<file path="src/rtl/exec_datapath_pipe.sv">
`default_nettype none
// +----------------------------------------------------------------------------+
// | Module   : exec_datapath_pipe                                              |
// | Brief    : two-stage execute datapath: dual-write regfile, barrel shifter, |
// |            ALU and NZCV status, with same-edge read bypass                 |
// | Revision : 1.0                                                             |
// +----------------------------------------------------------------------------+

module exec_datapath_pipe #(
   parameter int  DATA_WIDTH = 32,
   parameter int  NUM_REGS   = 16,
   parameter int  SA         = $clog2(DATA_WIDTH),
   localparam int RA         = $clog2(NUM_REGS)
) (
   input  logic                  clk,
   input  logic                  rst,
   input  logic                  in_valid,
   input  logic [RA-1:0]         a_addr,
   input  logic [RA-1:0]         b_addr,
   input  logic [RA-1:0]         s_addr,
   input  logic                  sel_a,
   input  logic                  sel_b,
   input  logic                  sel_shift,
   input  logic [1:0]            shift_op,
   input  logic [SA-1:0]         shift_imm,
   input  logic [DATA_WIDTH-1:0] imm,
   input  logic [2:0]            alu_op,
   input  logic                  set_flags,
   input  logic                  wr_en,
   input  logic [RA-1:0]         wr_addr,
   input  logic                  ext_wr_en,
   input  logic [RA-1:0]         ext_wr_addr,
   input  logic [DATA_WIDTH-1:0] ext_wr_data,
   output logic                  out_valid,
   output logic [DATA_WIDTH-1:0] result,
   output logic [3:0]            status_out
);

   localparam int DW = DATA_WIDTH;

   localparam logic [1:0] SH_LSL = 2'b00;
   localparam logic [1:0] SH_LSR = 2'b01;
   localparam logic [1:0] SH_ASR = 2'b10;

   localparam logic [2:0] ALU_ADD = 3'b000;
   localparam logic [2:0] ALU_SUB = 3'b001;
   localparam logic [2:0] ALU_AND = 3'b010;
   localparam logic [2:0] ALU_ORR = 3'b011;
   localparam logic [2:0] ALU_EOR = 3'b100;
   localparam logic [2:0] ALU_MOV = 3'b101;
   localparam logic [2:0] ALU_MVN = 3'b110;
   localparam logic [2:0] ALU_ADC = 3'b111;

   logic [DW-1:0] regs_q [NUM_REGS];
   logic [DW-1:0] regs_d [NUM_REGS];

   logic          v1_q, v1_d;
   logic [DW-1:0] a_q, a_d;
   logic [DW-1:0] b_q, b_d;
   logic [DW-1:0] imm_q, imm_d;
   logic [SA-1:0] amt_q, amt_d;
   logic          sel_b_q, sel_b_d;
   logic [1:0]    shift_op_q, shift_op_d;
   logic [2:0]    alu_op_q, alu_op_d;
   logic          set_flags_q, set_flags_d;
   logic          wr_en_q, wr_en_d;
   logic [RA-1:0] wr_addr_q, wr_addr_d;

   logic          out_valid_q, out_valid_d;
   logic [DW-1:0] result_q, result_d;
   logic [3:0]    status_q, status_d;

   logic          w_wb_en;
   logic [DW-1:0] w_rd_a, w_rd_b;
   logic [SA-1:0] w_rd_s;

   logic [DW:0]        w_lsl_ext;
   logic [DW:0]        w_rsh_ext;
   logic signed [DW:0] w_asr_ext;
   logic [SA:0]        w_ror_amt;
   logic [DW-1:0]      w_sh_out;
   logic               w_sh_c;

   logic [DW-1:0] w_b_op, w_addend, w_res;
   logic          w_cin, w_ovf, w_is_arith;
   logic [DW:0]   w_sum;
   logic [3:0]    w_flags;

   // Same-edge bypass: the external load port overrides ALU writeback.
   always_comb begin
      w_wb_en = v1_q & wr_en_q;

      w_rd_a = regs_q[a_addr];
      if (w_wb_en && (wr_addr_q == a_addr))      w_rd_a = w_res;
      if (ext_wr_en && (ext_wr_addr == a_addr))  w_rd_a = ext_wr_data;

      w_rd_b = regs_q[b_addr];
      if (w_wb_en && (wr_addr_q == b_addr))      w_rd_b = w_res;
      if (ext_wr_en && (ext_wr_addr == b_addr))  w_rd_b = ext_wr_data;

      w_rd_s = regs_q[s_addr][SA-1:0];
      if (w_wb_en && (wr_addr_q == s_addr))      w_rd_s = w_res[SA-1:0];
      if (ext_wr_en && (ext_wr_addr == s_addr))  w_rd_s = ext_wr_data[SA-1:0];
   end

   always_comb begin
      v1_d        = in_valid;
      a_d         = sel_a ? '0 : w_rd_a;
      b_d         = w_rd_b;
      amt_d       = sel_shift ? w_rd_s : shift_imm;
      imm_d       = imm;
      sel_b_d     = sel_b;
      shift_op_d  = shift_op;
      alu_op_d    = alu_op;
      set_flags_d = set_flags;
      wr_en_d     = wr_en;
      wr_addr_d   = wr_addr;
   end

   // Extra bit beyond the data catches the last bit shifted out.
   always_comb begin
      w_lsl_ext = {1'b0, b_q} << amt_q;
      w_rsh_ext = {b_q, 1'b0} >> amt_q;
      w_asr_ext = $signed({b_q, 1'b0}) >>> amt_q;
      w_ror_amt = (SA+1)'(DATA_WIDTH) - {1'b0, amt_q};
      w_sh_out  = b_q;
      w_sh_c    = status_q[1];
      if (amt_q != '0) begin
         case (shift_op_q)
            SH_LSL: begin
               w_sh_out = w_lsl_ext[DW-1:0];
               w_sh_c   = w_lsl_ext[DW];
            end
            SH_LSR: begin
               w_sh_out = w_rsh_ext[DW:1];
               w_sh_c   = w_rsh_ext[0];
            end
            SH_ASR: begin
               w_sh_out = w_asr_ext[DW:1];
               w_sh_c   = w_asr_ext[0];
            end
            default: begin
               w_sh_out = (b_q >> amt_q) | (b_q << w_ror_amt);
               w_sh_c   = b_q[amt_q - 1'b1];
            end
         endcase
      end
   end

   // SUB is A + ~B + 1 so the adder carry-out is directly NOT borrow.
   always_comb begin
      w_b_op     = sel_b_q ? imm_q : w_sh_out;
      w_addend   = (alu_op_q == ALU_SUB) ? ~w_b_op : w_b_op;
      w_cin      = (alu_op_q == ALU_SUB) | ((alu_op_q == ALU_ADC) & status_q[1]);
      w_sum      = {1'b0, a_q} + {1'b0, w_addend} + {{DW{1'b0}}, w_cin};
      w_ovf      = (a_q[DW-1] == w_addend[DW-1]) && (w_sum[DW-1] != a_q[DW-1]);
      w_is_arith = 1'b0;
      case (alu_op_q)
         ALU_ADD, ALU_SUB, ALU_ADC: begin
            w_res      = w_sum[DW-1:0];
            w_is_arith = 1'b1;
         end
         ALU_AND: w_res = a_q & w_b_op;
         ALU_ORR: w_res = a_q | w_b_op;
         ALU_EOR: w_res = a_q ^ w_b_op;
         ALU_MOV: w_res = w_b_op;
         ALU_MVN: w_res = ~w_b_op;
         default: w_res = w_b_op;
      endcase
      w_flags = {w_res[DW-1],
                 (w_res == '0),
                 w_is_arith ? w_sum[DW] : w_sh_c,
                 w_is_arith ? w_ovf     : status_q[0]};
   end

   always_comb begin
      regs_d = regs_q;
      if (w_wb_en)   regs_d[wr_addr_q]   = w_res;
      if (ext_wr_en) regs_d[ext_wr_addr] = ext_wr_data;

      out_valid_d = v1_q;
      result_d    = v1_q ? w_res : result_q;
      status_d    = (v1_q && set_flags_q) ? w_flags : status_q;
   end

   always_ff @(posedge clk) begin
      if (rst) begin
         for (int i = 0; i < NUM_REGS; i++) regs_q[i] <= '0;
         v1_q        <= 1'b0;
         a_q         <= '0;
         b_q         <= '0;
         imm_q       <= '0;
         amt_q       <= '0;
         sel_b_q     <= 1'b0;
         shift_op_q  <= '0;
         alu_op_q    <= '0;
         set_flags_q <= 1'b0;
         wr_en_q     <= 1'b0;
         wr_addr_q   <= '0;
         out_valid_q <= 1'b0;
         result_q    <= '0;
         status_q    <= '0;
      end else begin
         regs_q      <= regs_d;
         v1_q        <= v1_d;
         a_q         <= a_d;
         b_q         <= b_d;
         imm_q       <= imm_d;
         amt_q       <= amt_d;
         sel_b_q     <= sel_b_d;
         shift_op_q  <= shift_op_d;
         alu_op_q    <= alu_op_d;
         set_flags_q <= set_flags_d;
         wr_en_q     <= wr_en_d;
         wr_addr_q   <= wr_addr_d;
         out_valid_q <= out_valid_d;
         result_q    <= result_d;
         status_q    <= status_d;
      end
   end

   assign out_valid  = out_valid_q;
   assign result     = result_q;
   assign status_out = status_q;

endmodule

`default_nettype wire

</file>
<file path="config.mk">
export PLATFORM = sky130hd
export DESIGN_NAME = exec_datapath_pipe
export DESIGN_NICKNAME = d
export VERILOG_FILES = /design/src/rtl/exec_datapath_pipe.sv
export SDC_FILE = /design/constraint.sdc
export NUM_CORES = 2
export LEC_CHECK = 0
export BUFFER_PORTS_ARGS = -buffer_cell sky130_fd_sc_hd__buf_2
export CAP_MARGIN = 20
export CELL_PAD_IN_SITES_DETAIL_PLACEMENT = 1
export CELL_PAD_IN_SITES_GLOBAL_PLACEMENT = 1
export CORE_MARGIN = 10
export CORE_UTILIZATION = 49
export DETAILED_ROUTE_END_ITERATION = 10
export PLACE_DENSITY_LB_ADDON = 0.1
export SLEW_MARGIN = 10
export SYNTH_ARGS = -nofsm -noshare
export SYNTH_HDL_FRONTEND = slang
export SYNTH_SLANG_ARGS = --single-unit
</file>
<file path="constraint.sdc">
create_clock -name clk -period 9.6 [get_ports clk]
set_clock_uncertainty 0.2 [all_clocks]
set_input_delay 1.92 -clock clk [delete_from_list [all_inputs] [get_ports clk]]
set_output_delay 1.92 -clock clk [all_outputs]
set_load 0.02 [all_outputs]
</file>
==> impl_metrics.py <==
metrics = {
    "yosys": {
        "synth_seq_area_share_pct": 26.8,
        "ys_types": 104,
        "synth_flop_cell": "sky130_fd_sc_hd__dfxtp_1",
        "synth-warning-count": 0,
        "synth-async-reset-ratio_pct": 0,
        "netlist_instances": 5972,
        "synth.net_count": 6174,
        "mean_cell_area_of_the_mapped_netlist_um2": 8.30,
        "yosys_register_bits": 663,
        "number_of_flops_mapped_to_enable_cells_by_yosys": 0,
        "post_synth_instance_area_um2": 49600,
    },
    "clock_network": {
        "clock_tree.root_cell": "sky130_fd_sc_hd__clkbuf_16",
        "post_cts_sizing_count": 0,
        "cts_tree": "built",
        "cts_post_setup_buffers_inserted": 0,
        "clock_path_buffers": 3,
        "clkSlewWorstSetupHoldPaths_ns": 0.06,
        "cts_max_level": 3,
        "cts_buffers": 81,
        "cts-hold-fix-buffers": 0,
        "clock_latency_ns": 0.71,
        "clock-sinks": 663,
    },
    "cells_and_area": {
        "area_growth_syn_to_layout_pct": 9.50,
        "final_net_count": 5927,
        "final_design_instance_area_without_fill_um2": 54300,
        "drive_gt1_share_pct": 19.1,
        "nFillCells": 11700,
        "post_layout_nonfiller_instances": 7160,
    },
    "die": {
        "floorplan.die_area_um2": 114000,
        "floorplan.core_area_um2": 100000,
        "placementRows": 116,
        "die_height_um": 338,
        "start_util_pct": 49.4,
        "design.portCount": 140,
        "die_w_um": 338,
    },
    "global_routing": {
        "most_crowded_layer_after_global_routing": "met2",
        "grt_util_met1_pct": 55.3,
        "grt.overflow.total": 0,
        "antenna_found_initial": 25,
        "grt_pass1_vias": 52200,
        "grt_first_pass_wirelength_um": 366000,
        "grt_max_degree": 195,
        "grt_use_met2_pct": 62.8,
        "gr-usage-met3_pct": 12.8,
        "grt_use_total_pct": 43.3,
    },
    "sta": {
        "timing.fmax_mhz": 119,
        "final.min_clock_period_ns": 8.39,
        "finalSetupTns_ns": 0,
        "worst_pin_slew_ns": 1.20,
        "rsz0062_at_grt": "false",
        "setup-violations-final": 0,
        "final.setup.worst_slack_ns": 1.21,
        "timing.max_slew.rel_slack_pct": 18.9,
        "final_hold_viol_count": 0,
        "period_share_pct": 87.4,
        "slew_viol_final": 0,
        "final.hold.worst_slack_ns": 0.287,
    },
    "status": {
        "run_status": "finished, final reports clean",
    },
    "setup_path": {
        "endpoint_kind": "flip-flop",
        "critPathMaxFanout": 59,
        "wp_data_required_ns": 10.00,
        "crit_path_start": "amt_q[1]$_SDFF_PP0_",
        "worstReg2RegStart": "amt_q[1]$_SDFF_PP0_",
        "critical_path_arrival_ns": 8.79,
        "crit_path_start_kind": "flip-flop",
        "crit_type": "reg2reg",
    },
    "route": {
        "ant_nets": 0,
        "avgViaCountPerCell": 7.38,
        "drt_drc_violations_left": 0,
        "drtIter0Drc": 7621,
        "route.vias.total": 52900,
        "drt-pass1-iter-count": 5,
        "routed_wire_length_per_instance_um": 35.5,
        "drt-total-wl_um": 254000,
    },
    "placement": {
        "placement.setup.worst_slack_ns": 1.50,
        "placed_area_um2": 51400,
        "placed_cells_incl_taps": 6994,
        "detailedPlacementHpwl_um": 168000,
        "io_buffer_count": 139,
        "globalplace.congestion": 1.09,
    },
    "hold_path": {
        "min_from": "result[13]$_SDFFE_PP0P_",
        "hp-class": "reg2reg",
    },
    "pwr": {
        "p_leak_nw": 19.1,
        "worst_ir_drop_vdd_mv": 0.119,
        "power.density_nw_per_um2": 148,
    },
    "run": {
        "drv_cap": 0,
    },
}
## cell usage in the layout, fill, tap and decap left out, drive strengths merged, types with 67 or more instances in the layout
cell type / synthesis / final
a211oi: 387 / 387
a21oi: 511 / 511
a311oi: 121 / 121
buf: 155 / 359
clkbuf: 534 / 122
dfxtp: 663 / 663
ha: 97 / 97
inv: 88 / 90
mux2i: 124 / 124
mux4: 431 / 431
nand2: 585 / 585
nand3: 68 / 68
nor2: 1137 / 1137
nor2b: 73 / 73
nor3: 67 / 67
o211ai: 103 / 103
o21ai: 205 / 205
## power by group
part / internal, mW / leakage, nW / switching, mW / total, mW
logic: 0.563 / 12.3 / 1.30 / 1.86
registers: 2.82 / 5.38 / 0.0844 / 2.91
clock network: 1.88 / 1.37 / 1.36 / 3.24
## stage by stage
step / total power, mW / utilization [%]
floorplan: 4.04 / -
global placement: 4.71 / 51.2
detailed placement: 4.73 / 51.3
CTS: 7.93 / 54.0
global route: 8.20 / 54.1
finish: 8.01 / 54.1
## flip-flops by register name (all words and copies together) (netlist names)
register / flops
regs_q: 512
a_q: 32
b_q: 32
imm_q: 32
result: 32
amt_q: 5
status_out: 4
wr_addr_q: 4
alu_op_q: 3
shift_op_q: 2
out_valid: 1
out_valid_d: 1
sel_b_q: 1
set_flags_q: 1
wr_en_q: 1
## cell type report
type | instances | area, um2 | area share (%)
Timing Repair Buffer | 359 | 2500 | 4.60
Antenna cell | 13 | 32.5 | 0.0599
Clock inverter | 26 | 333 | 0.613
Sequential cell | 663 | 13300 | 24.5
Inverter | 91 | 342 | 0.629
Tap cell | 1357 | 1700 | 3.13
Multi-Input combinational cell | 4529 | 33600 | 62.0
Clock buffer | 122 | 2450 | 4.52
## Yosys cell counts, types with 14 or more instances
cell type	instances	share of area, %
sky130_fd_sc_hd__buf_4	20	0.30
sky130_fd_sc_hd__o21a_1	16	0.24
sky130_fd_sc_hd__nand4_1	25	0.32
sky130_fd_sc_hd__a21o_1	14	0.21
sky130_fd_sc_hd__dfxtp_1	663	27
sky130_fd_sc_hd__nand3_1	68	0.69
sky130_fd_sc_hd__a311oi_1	121	2.1
sky130_fd_sc_hd__a21oi_1	511	5.2
sky130_fd_sc_hd__nor2_1	1136	8.6
sky130_fd_sc_hd__o211ai_1	103	1.6
sky130_fd_sc_hd__or2_2	14	0.18
sky130_fd_sc_hd__nand2_1	584	4.4
sky130_fd_sc_hd__o22ai_1	24	0.30
sky130_fd_sc_hd__inv_1	86	0.65
sky130_fd_sc_hd__buf_2	30	0.30
sky130_fd_sc_hd__nor3_1	66	0.67
sky130_fd_sc_hd__a31oi_1	29	0.37
sky130_fd_sc_hd__mux4_2	431	20
sky130_fd_sc_hd__mux2i_1	124	2.5
sky130_fd_sc_hd__nor2b_1	73	0.92
sky130_fd_sc_hd__xnor2_1	47	0.83
sky130_fd_sc_hd__xor2_1	34	0.60
sky130_fd_sc_hd__a211oi_1	386	5.8
sky130_fd_sc_hd__and3_1	15	0.19
sky130_fd_sc_hd__or3_1	44	0.56
sky130_fd_sc_hd__clkbuf_1	534	4.0
sky130_fd_sc_hd__o221ai_1	15	0.27
sky130_fd_sc_hd__nand2b_1	37	0.47
sky130_fd_sc_hd__and2_1	17	0.21
sky130_fd_sc_hd__o21ai_0	199	2.0
sky130_fd_sc_hd__buf_1	99	0.75
sky130_fd_sc_hd__ha_1	97	2.4
sky130_fd_sc_hd__mux2_2	61	1.4
## critical path, cell delays in order (launching register included)
cell                       delay, ns
sky130_fd_sc_hd__dfxtp_4        0.58
sky130_fd_sc_hd__buf_4          0.77
sky130_fd_sc_hd__mux4_2         0.68
sky130_fd_sc_hd__a32oi_1        0.23
sky130_fd_sc_hd__nor2_1         0.07
sky130_fd_sc_hd__o31ai_1        0.71
sky130_fd_sc_hd__o211a_1        0.40
sky130_fd_sc_hd__xnor2_1        0.12
sky130_fd_sc_hd__fa_1           0.42
sky130_fd_sc_hd__fa_1           0.45
sky130_fd_sc_hd__a21oi_1        0.22
sky130_fd_sc_hd__o21bai_1       0.16
sky130_fd_sc_hd__a21oi_1        0.31
sky130_fd_sc_hd__o21ai_0        0.24
sky130_fd_sc_hd__o31ai_1        0.30
sky130_fd_sc_hd__mux2i_1        0.24
sky130_fd_sc_hd__o221a_2        0.63
sky130_fd_sc_hd__o21ai_0        0.16
sky130_fd_sc_hd__or4_1          0.62
sky130_fd_sc_hd__or4_1          0.55
sky130_fd_sc_hd__o41ai_2        0.19
## metal layers
layer / vias up / routed length, um
met4: 26 / 20100
met5: - / 164
met3: 1111 / 32100
met2: 3897 / 107000
li1: 21400 / -
met1: 26400 / 95100
## worst paths after layout
path,end,slack [ns],depth (start not counted)
min,result[13]$_SDFFE_PP0P_,0.29,2
max,status_out[2]$_SDFFE_PP0P_,1.21,20
min reg2reg,result[13]$_SDFFE_PP0P_,0.29,2
max reg2reg,status_out[2]$_SDFFE_PP0P_,1.21,20
## cell families (layout without fill, tap and decap cells)
family / Yosys count / in the layout / synth area share [%]
AOI/OAI and AO/OA: 1601 / 1601 / 21.5
xor gates and xnor gates: 82 / 82 / 1.46
buffers and inverters: 780 / 598 / 6.22
DFF: 663 / 663 / 26.8
other: 0 / 13 / 0
adders and majority gates: 99 / 99 / 2.53
and+or+nand+nor: 2128 / 2128 / 18.0
muxes: 619 / 619 / 23.6
No activity file was read; power rests on OpenSTA's default activity.
